<file path="config.mk">
export PLATFORM = sky130hd
export DESIGN_NAME = fb_wr_ctrl
export DESIGN_NICKNAME = d
export VERILOG_FILES = /design/src/rtl/fb_pkg.sv /design/src/rtl/pix_fmt_rgb565.sv /design/src/rtl/fb_wr_ctrl.sv
export SDC_FILE = /design/constraint.sdc
export NUM_CORES = 1
export LEC_CHECK = 0
export ABC_AREA = 1
export BUFFER_PORTS_ARGS = -buffer_cell sky130_fd_sc_hd__clkbuf_2
export CAP_MARGIN = 30
export CORE_ASPECT_RATIO = 0.75
export CORE_MARGIN = 3
export CORE_UTILIZATION = 56
export CTS_CLUSTER_DIAMETER = 150
export DETAILED_ROUTE_END_ITERATION = 10
export HOLD_SLACK_MARGIN = 0.05
export PLACE_DENSITY = 0.84
export REMOVE_ABC_BUFFERS = 1
export SETUP_SLACK_MARGIN = 0.3
export SLEW_MARGIN = 25
export SYNTH_ARGS = -nofsm -noshare
export SYNTH_HDL_FRONTEND = slang
export SYNTH_HIERARCHICAL = 1
export SYNTH_SLANG_ARGS = --single-unit
</file>
<file path="constraint.sdc">
create_clock -name iClk -period 2.3 [get_ports iClk]
set_clock_uncertainty 0.15 [all_clocks]
set_input_delay 0.46 -clock iClk [delete_from_list [all_inputs] [get_ports iClk]]
set_output_delay 0.46 -clock iClk [all_outputs]
set_load 0.01 [all_outputs]
</file>
<file path="src/rtl/fb_pkg.sv">
// Purpose: shared frame-buffer definitions for the write and scan-out controllers.
// Latency: n/a (types, constants and a pure function only).
// Backpressure: n/a.
package fb_pkg;

   // Default panel geometry, shared with the LCD scan-out controller.
   localparam int H_ACTIVE_DEF = 480;
   localparam int V_ACTIVE_DEF = 272;

   typedef enum logic [1:0] {
      ST_IDLE     = 2'd0,
      ST_WAIT_SOF = 2'd1,
      ST_WRITE    = 2'd2,
      ST_DONE     = 2'd3
   } state_t;

   // Bit positions inside the sticky error vector.
   localparam int ERR_LINE_LEN  = 0;
   localparam int ERR_UNEXP_SOF = 1;

   // Gray8 to RGB565: replicate the top bits of the gray level into each channel.
   function automatic logic [15:0] gray_to_rgb565(input logic [7:0] g);
      return {g[7:3], g[7:2], g[7:3]};
   endfunction

endpackage

</file>
<file path="src/rtl/pix_fmt_rgb565.sv">
// Purpose: select between pass-through RGB565 and gray8-to-RGB565 expansion.
// Latency: combinational, zero cycles.
// Backpressure: none; pure function of its inputs.
// Ports:
//   gray_sel  1 = src_dat[7:0] is a gray8 level, 0 = src_dat is already RGB565
//   src_dat   incoming pixel word
//   rgb_dat   RGB565 pixel word
module pix_fmt_rgb565
   import fb_pkg::*;
(
   input  logic        gray_sel,
   input  logic [15:0] src_dat,
   output logic [15:0] rgb_dat
);

   assign rgb_dat = gray_sel ? gray_to_rgb565(src_dat[7:0]) : src_dat;

endmodule

</file>
<file path="src/rtl/fb_wr_ctrl.sv">
// Purpose: capture one pixel-stream frame per iStart into the row-major RGB565 frame RAM.
// Latency: RAM write strobe, address and data are registered one cycle after each accepted beat.
// Backpressure: ready is high in WAIT_SOF and WRITE (1 pixel/clock), low in IDLE and DONE.
// Ports:
//   iClk, iRsn              clock, synchronous active-low reset
//   iStart, iGray           arm one frame capture; format select latched with iStart
//   iPixValid/oPixReady     stream handshake; iPixData, iPixSof, iPixEol beat payload
//   oRamWrEn/Addr/Data      frame RAM write port
//   oBusy, oFrameDone, oErr capture armed/active, end-of-frame pulse, sticky errors
module fb_wr_ctrl
   import fb_pkg::*;
#(
   parameter int H_ACTIVE = H_ACTIVE_DEF,
   parameter int V_ACTIVE = V_ACTIVE_DEF,
   parameter int ADDR_W   = 17
) (
   input  logic              iClk,
   input  logic              iRsn,
   input  logic              iStart,
   input  logic              iGray,
   input  logic              iPixValid,
   input  logic [15:0]       iPixData,
   input  logic              iPixSof,
   input  logic              iPixEol,
   output logic              oPixReady,
   output logic              oRamWrEn,
   output logic [ADDR_W-1:0] oRamWrAddr,
   output logic [15:0]       oRamWrData,
   output logic              oBusy,
   output logic              oFrameDone,
   output logic [1:0]        oErr
);

   localparam int X_W = (H_ACTIVE > 1) ? $clog2(H_ACTIVE) : 1;
   localparam int Y_W = (V_ACTIVE > 1) ? $clog2(V_ACTIVE) : 1;
   localparam logic [X_W-1:0]    X_LAST   = X_W'(H_ACTIVE - 1);
   localparam logic [Y_W-1:0]    Y_LAST   = Y_W'(V_ACTIVE - 1);
   localparam logic [ADDR_W-1:0] ROW_STEP = ADDR_W'(H_ACTIVE);

   state_t            state, state_nxt;
   logic [X_W-1:0]    x_q;
   logic [Y_W-1:0]    y_q;
   logic [ADDR_W-1:0] rowbase_q;
   logic              gray_q;
   logic [1:0]        err_q;
   logic              wr_en_q;
   logic [ADDR_W-1:0] wr_addr_q;
   logic [15:0]       wr_data_q;
   logic [15:0]       pix_rgb;
   logic              beat, last_col, last_row;

   pix_fmt_rgb565 u_fmt (
      .gray_sel (gray_q),
      .src_dat  (iPixData),
      .rgb_dat  (pix_rgb)
   );

   assign beat     = iPixValid && oPixReady;
   assign last_col = (x_q == X_LAST);
   assign last_row = (y_q == Y_LAST);

   assign oRamWrEn   = wr_en_q;
   assign oRamWrAddr = wr_addr_q;
   assign oRamWrData = wr_data_q;
   assign oErr       = err_q;

   always_ff @(posedge iClk) begin
      if (!iRsn) state <= ST_IDLE;
      else       state <= state_nxt;
   end

   always_comb begin
      state_nxt  = state;
      oPixReady  = 1'b0;
      oBusy      = 1'b0;
      oFrameDone = 1'b0;
      unique case (state)
         ST_IDLE: begin
            if (iStart) state_nxt = ST_WAIT_SOF;
         end
         ST_WAIT_SOF: begin
            oPixReady = 1'b1;
            oBusy     = 1'b1;
            if (iPixValid && iPixSof) state_nxt = ST_WRITE;
         end
         ST_WRITE: begin
            oPixReady = 1'b1;
            oBusy     = 1'b1;
            // An SOF beat restarts the frame, so it can never be the final pixel.
            if (iPixValid && !iPixSof && last_col && last_row) state_nxt = ST_DONE;
         end
         ST_DONE: begin
            // The final pixel's write strobe is out in this same cycle.
            oFrameDone = 1'b1;
            state_nxt  = ST_IDLE;
         end
         default: state_nxt = ST_IDLE;
      endcase
   end

   always_ff @(posedge iClk) begin
      if (!iRsn) begin
         x_q       <= '0;
         y_q       <= '0;
         rowbase_q <= '0;
         gray_q    <= 1'b0;
         err_q     <= '0;
         wr_en_q   <= 1'b0;
         wr_addr_q <= '0;
         wr_data_q <= '0;
      end else begin
         wr_en_q <= 1'b0;
         if ((state == ST_IDLE) && iStart) begin
            gray_q <= iGray;
            err_q  <= '0;
         end
         if (beat) begin
            if (iPixSof) begin
               // Frame start (or resync on a repeated SOF): pixel lands at address 0.
               wr_en_q   <= 1'b1;
               wr_addr_q <= '0;
               wr_data_q <= pix_rgb;
               x_q       <= X_W'(1);
               y_q       <= '0;
               rowbase_q <= '0;
               if (state == ST_WRITE) err_q[ERR_UNEXP_SOF] <= 1'b1;
            end else if (state == ST_WRITE) begin
               wr_en_q   <= 1'b1;
               wr_addr_q <= rowbase_q + ADDR_W'(x_q);
               wr_data_q <= pix_rgb;
               // Short line (EOL early) and long line (no EOL at the last column)
               // both flag the error and resync to the start of the next row.
               if (last_col != iPixEol) err_q[ERR_LINE_LEN] <= 1'b1;
               if (last_col || iPixEol) begin
                  x_q <= '0;
                  // A short line on the last row stays on that row so the
                  // address can never run past the end of the frame.
                  if (!last_row) begin
                     y_q       <= y_q + Y_W'(1);
                     rowbase_q <= rowbase_q + ROW_STEP;
                  end
               end else begin
                  x_q <= x_q + X_W'(1);
               end
            end
         end
      end
   end

endmodule

</file>
# [After elaboration in Yosys (flattened, before gate mapping)]
# Index checks and enable logic that the tools add are counted.
[word_totals] latchBits=0 rom_bits=0 register_bits=74 wordCells=70 ramBits=0 memories=0 out_inout_bits=39
[op_classes] shifts=0 n_mul=0 n_addsub=4 n_div=0 magnitude_cmp=0 bitwise_logic=0 n_eq_ne=10 n_reduce_logical=16 n_mux=31
[ops] op="$mux 17" n=6
[ops] op="$mux 9" n=7
[ops] op="$mux 16" n=3
[ops] op="$add 9x1->9 const B" n=2
[ops] op="$eq 9x9->1 const B" n=2
[ops] op="$add 17x9->17" n=1
[ops] op="$add 17x9->17 const B" n=1
[ops] op="$mux 2" n=5
[ops] op="$mux 1" n=9
[ops] op="$ne 2x2->1 const B" n=4
[ops] op="$pmux 2 s4" n=1
[ops] op="$logic_and 1x1->1" n=6
[ops] op="$eq 2x2->1 const B" n=2
[ops] op="$reduce_and 2->1" n=2
[ops] op="$reduce_and 4->1" n=1
[ops] op="$reduce_bool 2->1" n=2
[ops] op="$reduce_and 3->1" n=1
[ops] op="$eq 2x1->1 const B" n=1
[ops] op="$logic_not 2->1" n=1
[ops] op="$reduce_or 2->1" n=1
[ops] op="$logic_not 1->1" n=1
[ops] op="$logic_or 1x1->1" n=1
[ops] op="$ne 1x1->1" n=1

# [Logic depth before layout (Yosys ltp)]
# Gate-level depths: netlist of run 1.
[logic_depth] ltp_word=7 depth_mapped=14

# [Cells and area by module]
# The synthesis of run 1 kept the hierarchy.
[by_module_without_submodules] mod="fb_wr_ctrl" instances=1 cells_per_inst=481 area_each_um2=3363.2
[by_module_without_submodules] mod="pix_fmt_rgb565" instances=1 cells_per_inst=40 area_each_um2=160.2

# [Worst setup path after synthesis of run 1]
# No wires, ideal clock.
[synth_timing] kind="reg2reg" startpoint="register x_q[0]" endpoint="register rowbase_q[13]" synth_period_minus_slack_ns=2.001 arrival_ns=1.724 required_time_ns=2.022 path_buffers=1 setup_ns=0.128 path_stages_with_launch=13 slack_ns=0.299 path_cell_list="dfxtp_1 ha_1 nand2_1 nor2_1 nand2_1 ha_1 inv_1 nor2_2 nor2_8 nand2_4 buf_2 a21oi_1 nor2_1"
[synth_between] elab_chain_len=4
[synth_rtl] element="start, declared" line="fb_wr_ctrl.sv:41" source="logic [X_W-1:0] x_q;"
[synth_rtl] element="start signal, assigned" line="fb_wr_ctrl.sv:143" source="x_q <= x_q + X_W'(1);"
[synth_rtl] element="$eq 9x9->1" line="fb_wr_ctrl.sv:59" source="assign last_col = (x_q == X_LAST);"
[synth_rtl] element="$logic_or 1x1->1" line="fb_wr_ctrl.sv:134" source="if (last_col || iPixEol) begin"
[synth_rtl] element="$reduce_bool 2->1 (no source line)"
[synth_rtl] element="$reduce_and 4->1 (no source line)"
[synth_rtl] element="end signal, assigned" line="fb_wr_ctrl.sv:140" source="rowbase_q <= rowbase_q + ROW_STEP;"
[synth_rtl] element="end, declared" line="fb_wr_ctrl.sv:43" source="logic [ADDR_W-1:0] rowbase_q;"
# Every way passes these cells.
# A chain may end at the register's enable or synchronous reset.

# [Worst setup path in the final report of run 1]
[layout_timing] startpoint="register state[1]" endpoint="register x_q[2]"
[layout_between] elab_chain_len=5 word_cells_on_any_way=7
[layout_rtl] element="start, declared" line="fb_wr_ctrl.sv:40" source="state_t state, state_nxt;"
[layout_rtl] element="start signal, assigned" line="fb_wr_ctrl.sv:69" source="else state <= state_nxt;"
[layout_rtl] element="$eq 2x2->1 or $eq 2x1->1 (tied branches)" line="fb_wr_ctrl.sv:77, fb_wr_ctrl.sv:127"
[layout_rtl] element="$reduce_or 2->1 (no source line)"
[layout_rtl] element="$mux 1" line="fb_wr_ctrl.sv:77" source="unique case (state)"
[layout_rtl] element="$logic_and 1x1->1" line="fb_wr_ctrl.sv:58" source="assign beat = iPixValid && oPixReady;"
[layout_rtl] element="$reduce_and 2->1 (no source line) *"
# Mark *: on every way between the ends. The rest lies on a longest branch, timed or not.

==> impl.org, run 1 <==
** Status
- The run finished with clean final reports.

** Timing
- The max-slew violation count was 0.
- Hold is met by about 0.21 ns.
- The routed design could run at a clock period as short as approximately 2.1 ns.
- Smallest setup slack after layout :: roughly 0.25 ns
- Maximum clock frequency :: between 400 and 500 MHz
- For the pin with the worst max-slew slack, the measured transition is approximately 0.43 ns.
- Setup violations remaining at the end of the flow were counted as 0.
- Final-report hold violation count :: 0
- Measured against its own limit, the worst slew margin works out to between 70 and 80%.
- Tcrit/Tclk final :: roughly nine tenths
- Setup repair after global routing could not meet its margin everywhere.

** Power and ir drop
- Clk network pwr share :: a little under a third
- Sw Pwr :: about 1.3 mW
- Internal power comes to ~2.4 mW.
- Leakage power :: 2.005 nW
- In this run the power density over the cells is around 840 nW/um^2.
- Proportion of total power due to net switching :: between 30% and 40%
- Combinational logic burns between 30% and 40% of the power.
- The worst-case IR drop observed on VDD is roughly 0.00063 V.
- Reg power frac :: 39.0%

** Synth
- Summed instance area of the synthesized netlist :: 3523 um^2
- sky130_fd_sc_hd__dfxtp_1 takes more of the synthesized area than any other cell.
- Commonest cells post-synth :: 145 x sky130_fd_sc_hd__nand2_1, 72 x sky130_fd_sc_hd__nor2_1, 69 x sky130_fd_sc_hd__dfxtp_1
- The netlist uses 32 different library cells.
- In this run, synthesis produced a sequential element count of 69.
- The share of the Yosys chip area taken by registers is 39.20%.
- Dominant synthesized flop cell :: sky130_fd_sc_hd__dfxtp_1
- The average instance in the mapped netlist occupies ~6.8 um^2.
- Gate count after technology mapping :: 521
- In this run, synthesis inferred 0 flip-flops with an integrated enable.
- Most frequent cell after synthesis :: sky130_fd_sc_hd__nand2_1
- Sorting the synthesized cells by area gives the leading types as sky130_fd_sc_hd__dfxtp_1 39%, sky130_fd_sc_hd__nand2_1 15%, sky130_fd_sc_hd__nor2_1 7.7%.
- Of all flip-flops after synthesis, the portion carrying an async set or reset was 0%.
- The Yosys step of the flow raised 6 warnings.
- Share of the synthesized area in the top cell type :: 39.20%

** GRT
- Met3 track demand over resource in global routing :: under 10%
- In the global route stage, met1 resource usage came out at between 30% and 40%.
- Tot GR Track Use :: approximately a quarter
- The first global-routing pass estimated 15350 um of wire.
- Entering global routing, the biggest net connects 22 pins.
- The global routing stage identified its most utilized layer as met2.
- The via count of the first global-routing pass is between 3k and 4k.
- The initial antenna violation count came to 0.
- For met2 alone, demand over resource in global routing was a little over two fifths.
- Global routing finished with a remaining overflow of 0.

** Placed design
- Setup Slack @ Placement :: -0.04335 ns
- Placed inst area :: about 3900 um^2
- Placer Congestion :: approximately 0.93
- Port Buffer Count :: 61
- Summed over all nets, the half-perimeter wirelength after detailed placement is approximately 6300 um.

** Floorplanning
- Die Footprint :: 7289 um^2
- The floorplan has 24 rows.
- The die is slightly below 100 um wide.
- For this configuration, the core starts out at a cell density of about three fifths.
- The core region is approximately 5900 um^2.
- During I/O placement, the number of pins put on the boundary was 62.
- Vert. Die Dim :: between 70 and 80 um

** Final layout
- Number of diodes added for antenna fixing :: 0
- Share of the core filled with cells in the final layout :: around 73%
- Final net count :: 634
- The layout has around 450 filler cells.
- Summing all flip-flop and latch instances after layout gives between 1000 and 1500 um^2.
- Summed area of non-filler cells in the final layout :: around 4400 um^2
- Area added between synthesis and finish :: 23.65%
- Multi-input combinational cell area :: just under 2000 um^2
- Layout cells sized above 1 :: 23.22%

** Min path
- Type of the worst min-delay path :: in2reg

** Flow run
- Max-cap violations in this run came to 0.

** Worst setup path
- Along the worst path, the maximum fanout reaches 4.
- Sort of element at the end of the critical path :: flip-flop
- Arrival time at the worst endpoint :: 2.14 ns
- Kind of start point of the critical path :: flip-flop
- Kind of critical path :: reg2reg
- Critical path data required time :: roughly 2.4 ns

** Clocking
- Level count of the clock H-tree :: 3
- CTS buffer count :: 9
- The clock passes through at most 2 buffers.
- The tree is rooted in a sky130_fd_sc_hd__clkbuf_8.
- Clock latency on the worst-skew pair, taken at its later pin, is between 0.3 and 0.4 ns.
- Number of hold buffers added after cts :: 0
- Counting every sink on the clock net gives between 60 and 70.
- TritonCTS built the clock tree.
- Clock-pin slew of the registers on the worst-case setup and hold paths :: approximately 0.08 ns

** Route
- Ratio of routed vias to standard cells :: roughly 5.4
- DR WL/cell :: between 10 and 15 um
- DRC violations left :: 0
- The first routing iteration left 358 violations.
- The final layout contains routed wiring with a total length of 9470 um.
- The first detailed-routing pass took 6 iterations.
- Total vias in the final route :: approximately 3.7k
- The detail route stage leaves a number of antenna-violating nets equal to 0.
power by group through the flow:
stage / combinational [mW] / clock [mW] / sequential, mW
floorplan: 0.586 / 0 / 1.45
global placement: 0.914 / 0 / 1.43
detailed placement: 0.935 / 0 / 1.44
CTS: 1.05 / 1.12 / 1.42
global route: 1.24 / 1.17 / 1.44
finish: 1.12 / 1.11 / 1.42
state kept, by name, summed over array words and instances, names as in the netlist:
name        flops
x_q             9
oRamWrEn        1
y_q             9
gray_q          1
state           2
rowbase_q      12
oErr            2
oRamWrData     16
oRamWrAddr     17
logic make-up (layout without fill, tap and decap cells):
kind of cell	after synthesis	in the layout	share of synthesized area [%]
AND/OR/NAND/NOR	287	288	35.09
buffers and inverters	68	149	8.700
AO/OA/AOI/OAI	84	84	12.39
adder cells (fa/ha/maj)	13	13	4.617
flip-flops	69	69	39.20
stage by stage:
stage	std cells	total power, mW	TNS, ns
after floorplan	503	2.040	-0.4902
after global placement	649	2.342	0
after detailed placement	649	2.370	-0.08320
after CTS	675	3.583	0
after global routing	681	3.847	0
final	681	3.656	0
what timing repair did:
action | CTS | global route
pin swaps | 5 | 9
cloned | 2 | 0
gates resized for setup | 21 | 24
buffers inserted | 8 | 6
setup endpoints to repair | 32 | 37
endpoints found under the hold margin | 0 | 0
worst max-delay path: stages, from the launching register on:
cell and delay, ns:
sky130_fd_sc_hd__dfxtp_4 0.37, sky130_fd_sc_hd__inv_2 0.06, sky130_fd_sc_hd__ha_4 0.28, sky130_fd_sc_hd__nand2_1 0.09
sky130_fd_sc_hd__a21oi_1 0.37, sky130_fd_sc_hd__buf_4 0.21, sky130_fd_sc_hd__a21oi_1 0.07, sky130_fd_sc_hd__nor4_1 0.33
placed cells by master (no fill, tap or decap), types with 2 or more instances in the layout:
cell,netlist,routed
sky130_fd_sc_hd__ha_1,13,10
sky130_fd_sc_hd__nand3_1,44,44
sky130_fd_sc_hd__nor2_8,2,2
sky130_fd_sc_hd__clkinv_2,0,2
sky130_fd_sc_hd__buf_4,2,20
sky130_fd_sc_hd__bufinv_16,0,2
sky130_fd_sc_hd__nand2_2,1,4
sky130_fd_sc_hd__o21ai_2,0,4
sky130_fd_sc_hd__dfxtp_4,0,2
sky130_fd_sc_hd__clkbuf_8,0,10
sky130_fd_sc_hd__ha_4,0,2
sky130_fd_sc_hd__nor3_2,0,2
sky130_fd_sc_hd__inv_1,44,41
sky130_fd_sc_hd__o21ai_1,5,6
sky130_fd_sc_hd__nand2_1,145,141
sky130_fd_sc_hd__o21ai_0,31,26
sky130_fd_sc_hd__nand2_4,3,3
sky130_fd_sc_hd__a21oi_1,43,41
sky130_fd_sc_hd__inv_2,4,7
sky130_fd_sc_hd__nand2_8,0,2
sky130_fd_sc_hd__dfxtp_1,69,65
sky130_fd_sc_hd__a21oi_2,0,2
sky130_fd_sc_hd__nand4_1,5,5
sky130_fd_sc_hd__nor3_1,8,6
sky130_fd_sc_hd__dfxtp_2,0,2
sky130_fd_sc_hd__nor2_1,72,70
sky130_fd_sc_hd__clkbuf_2,1,61
sky130_fd_sc_hd__o21bai_1,2,2
sky130_fd_sc_hd__nor2_2,2,2
sky130_fd_sc_hd__nor2_4,1,3
final timing paths:
check                 start        endpoint  slack [ns]  cells after the start
min reg2reg  oRamWrAddr[14]  oRamWrAddr[14]        0.31                      2
max reg2reg        state[1]          x_q[2]        0.25                      7
max                state[1]          x_q[2]        0.25                      7
min                   iGray          gray_q        0.21                      3
per-layer routing:
layer,wire length [um],up-vias
li1,-,1841
met1,4111,1657
met2,4502,177
met3,778,10
met4,78,0
met5,0,-
layout make-up:
| cell class | count | area share, % |
|---|---|---|
| Clock buffer | 10 | 3.159 |
| Clock inverter | 6 | 1.982 |
| Inverter | 50 | 4.652 |
| Multi-Input combinational cell | 385 | 44.86 |
| Sequential cell | 69 | 31.94 |
| Tap cell | 78 | 2.240 |
| Timing Repair Buffer | 83 | 11.17 |
Note: power is estimated with default switching activity, not from simulation.
==> run 2: changes to the inputs <==
- BUFFER_PORTS_ARGS: -buffer_cell sky130_fd_sc_hd__clkbuf_2 -> not set
- CORE_UTILIZATION: 56 -> 63
- DONT_BUFFER_PORTS: not set -> 1
- PLACE_DENSITY: 0.84 -> 0.83
==> run 2 against run 1 <==
Effect of this change: first-iteration DRC count is 47% higher; critical path type unchanged; sequential power grew 4%; final area shrank 0.66%; largest power group unchanged; critical path depth rose by 8; die area decreased by 10%; setup slack got worse by 0.12 ns; clock power about the same; maximum frequency decreased by 5.4%; register-to-register slack got worse by 0.12 ns; largest cell class unchanged; worst hold slack got worse by 0.12 ns; via count is 4.0% higher.
==> impl.org, run 2 (synthesis results as in run 1) <==
** Status
- Run status :: finished, final reports clean (unchanged)

** Timing
- The actual slew at the worst max-slew pin came to 0.5974 ns (was 0.4334 ns).
- Maximum clock frequency :: 461.3 MHz (was 487.7 MHz)
- Relative slew slack :: 60.12% (was 71.11%)
- Final count of negative-setup-slack endpoints :: 0 (unchanged)
- Time the final worst path needs with I/O delays and setup :: 2.168 ns (was 2.050 ns)
- The setup TNS came to 0 ns (unchanged).
- The final hold slack was 0.08333 ns (was 0.2080 ns).
- RSZ-0062 raised after global routing :: true (unchanged)
- The share of the cycle needed by the critical path after routing was 94.24% (was 89.14%).
- Slew Viols, Final :: 0 (unchanged)
- Final-report hold violation count :: 0 (unchanged)

** Clocking
- Clock tree from TritonCTS :: done (unchanged)
- The number of H-tree levels is 3 (unchanged).
- CTS buffer count :: 9 (unchanged)
- Clock root cell :: sky130_fd_sc_hd__clkbuf_8 (unchanged)
- The register clock-pin slew on the reported worst setup and hold paths came to 0.07 ns (was 0.08 ns).
- The hold buffer count at CTS came to 0 (unchanged).
- Maximum clock insertion buffer count :: 2 (unchanged)
- Number of clock sinks seen by CTS :: 69 (unchanged)
- The clock insertion delay at the later pin of the skew report is 0.37 ns (was 0.35 ns).

** Floorplanning
- The overall die area was 6536 um^2 (was 7289 um^2).
- Initial cell density of the core :: 68.45% (was 59.26%)
- The die outline height is 70.77 um (was 74.70 um).
- The die width was 92.36 um (was 97.59 um).
- Num ports :: 62 (unchanged)
- Core Footprint :: 5147 um^2 (was 5946 um^2)
- Row count :: 22 (was 24)

** Placed design
- Port Buffer Count :: 0 (was 61)
- Half-perimeter wire length after placement :: 5727 um (was 6310 um)
- Placer Congestion :: 0.9304 (was 0.9281)
- The area of placed instances is 3537 um^2 (was 3865 um^2).

** Min path
- Min-Delay Startpoint :: iRsn (was iGray)
- Type of the worst min-delay path :: in2reg (unchanged)

** Power and ir drop
- Areal power density over the cells :: 863.2 nW/um^2 (was 839.1 nW/um^2)
- The leakage power of the design came to 1.840 nW (was 2.005 nW).
- Total power of the final layout :: 3.736 mW (was 3.656 mW)
- The maximum ir drop on the vdd rail was 0.001091 V (was 0.0006253 V).

** Worst setup path
- Kind of start point of the critical path :: flip-flop (unchanged)
- Maximum fanout count along the critical path :: 4 (unchanged)
- First element of the critical path :: x_q[1] (was state[1])
- Critical Path Most Common Cell :: sky130_fd_sc_hd__buf_6 (was sky130_fd_sc_hd__a21oi_1)
- The source of the worst register-to-register timing path is x_q[1] (was state[1]).
- Critical path data required time :: 2.43 ns (was 2.38 ns)
- Cells traversed along the worst timing path :: ha_4 > nand2_4 > nor2_4 > buf_6 > buf_6 > buf_6 > buf_6 > buf_6 > buf_6 > buf_6 > buf_6 > nand3_4 > nor2_2 > nand2_1 > a21oi_1 (was inv_2 > ha_4 > nand2_1 > a21oi_1 > buf_4 > a21oi_1 > nor4_1)
- Cell family with the largest share of critical-path delay :: buffers and inverters (was compound AO/OA/AOI/OAI gates)
- Kind of critical path :: reg2reg (unchanged)
- The delay of the slowest cell on the worst path is 0.36 ns (was 0.37 ns).
- Worst path bufs/invs :: 8 (was 2)
- Arrival time at the worst endpoint :: 2.29 ns (was 2.14 ns)
- The cell at the slowest stage of the critical path is sky130_fd_sc_hd__dfxtp_2 (was sky130_fd_sc_hd__dfxtp_4).
- The endpoint type of the worst setup path was a flip-flop (unchanged).

** Final layout
- Most frequent cells in the layout :: 137 x sky130_fd_sc_hd__nand2_1, 67 x sky130_fd_sc_hd__nor2_1, 64 x sky130_fd_sc_hd__dfxtp_1, 41 x sky130_fd_sc_hd__inv_1, 40 x sky130_fd_sc_hd__nand3_1 (was 141 x sky130_fd_sc_hd__nand2_1, 70 x sky130_fd_sc_hd__nor2_1, 65 x sky130_fd_sc_hd__dfxtp_1, 61 x sky130_fd_sc_hd__clkbuf_2, 44 x sky130_fd_sc_hd__nand3_1)
- The leading cell type in the layout, fill and taps excluded is sky130_fd_sc_hd__nand2_1 (unchanged).
- The filler cell count in the final layout was 295 (was 453).
- Max reg flops :: 17 (unchanged)
- Final net count :: 591 (was 634)
- The area overhead of the layout relative to synthesis is 22.83% (was 23.65%).
- The diode insertion count for antenna repair came to 0 (unchanged).
- Share of the core filled with cells in the final layout :: 84.08% (was 73.27%)
- Layout cells sized above 1 :: 20.00% (was 23.22%)
- The design area was 4328 um^2 (was 4357 um^2).

** Route
- Antenna-violating nets left :: 0 (unchanged)
- The routed via count came to 3834 (was 3685).
- DRC violations left :: 0 (unchanged)
- The number of optimization iterations in the first detailed-route pass was 6 (unchanged).
- The detailed-route wire length per cell came to 18.12 um (was 13.91 um).
- The total detailed-routing wirelength is 11450 um (was 9470 um).
- The count of routing violations after the opening detailed-route iteration came to 527 (was 358).
- The number of vias per cell after detailed routing was 6.066 (was 5.411).

** Flow run
- Reported max-cap violation count :: 0 (unchanged)

** GRT
- The total track usage was 27.47% (was 25.99%).
- Antenna violations before repair :: 0 (unchanged)
- The largest net degree at the start of global routing came to 28 (was 22).
- Global-route congestion overflow total :: 0 (unchanged)
- Global-route wire length before repair :: 14350 um (was 15350 um)
- The via count of the first global-routing pass came to 3076 (was 3360).
==> run 2: final cells by class <==
cell class	instances	area (um^2)	area share, %
repair buffers	40	390.4	9.020
repair inverters	1	7.507	0.1735
flip-flops and latches	69	1388	32.06
clock inverters	4	70.07	1.619
inverters	50	209.0	4.828
clock buffers	12	155.1	3.585
well taps	72	90.09	2.082
multi-input cells	384	2018	46.63
==> run 2: what timing repair did <==
| item | in CTS | in global routing |
|---|---|---|
| hold endpoints to repair | 0 | 0 |
| endpoints found under the setup margin | 31 | 47 |
| setup buffers | 16 | 18 |
| pin swaps | 3 | 10 |
| gates resized for setup | 15 | 66 |
| cloned | 0 | 2 |
==> run 2: worst paths after layout <==
| path | endpoint | cells after the start | slack, ns |
|---|---|---|---|
| max | x_q[8] | 15 | 0.13 |
| min | oRamWrData[4] | 2 | 0.08 |
| max reg2reg | x_q[8] | 15 | 0.13 |
| min reg2reg | y_q[2] | 2 | 0.35 |
==> run 2: metal layers <==
| layer | track usage (%) | wire length [um] | up-vias |
|---|---|---|---|
| li1 | - | - | 1748 |
| met1 | 35.60 | 4135 | 1694 |
| met2 | 43.01 | 5295 | 322 |
| met3 | 9.139 | 1374 | 70 |
| met4 | 9.720 | 646 | 0 |
| met5 | 0 | 0 | - |
==> run 2: where the power goes <==
part	switching, mW	internal, mW
logic	0.705	0.435
registers	0.145	1.32
clock network	0.461	0.667
==> run 2: stage by stage <==
step | setup WS, ns | cells
6_report | 0.1324 | 632
5_1_grt | 0.08536 | 632
4_1_cts | 0.3014 | 612
3_5_place_dp | 0.002462 | 580
3_3_place_gp | 0.1041 | 580
2_1_floorplan | -0.2209 | 503
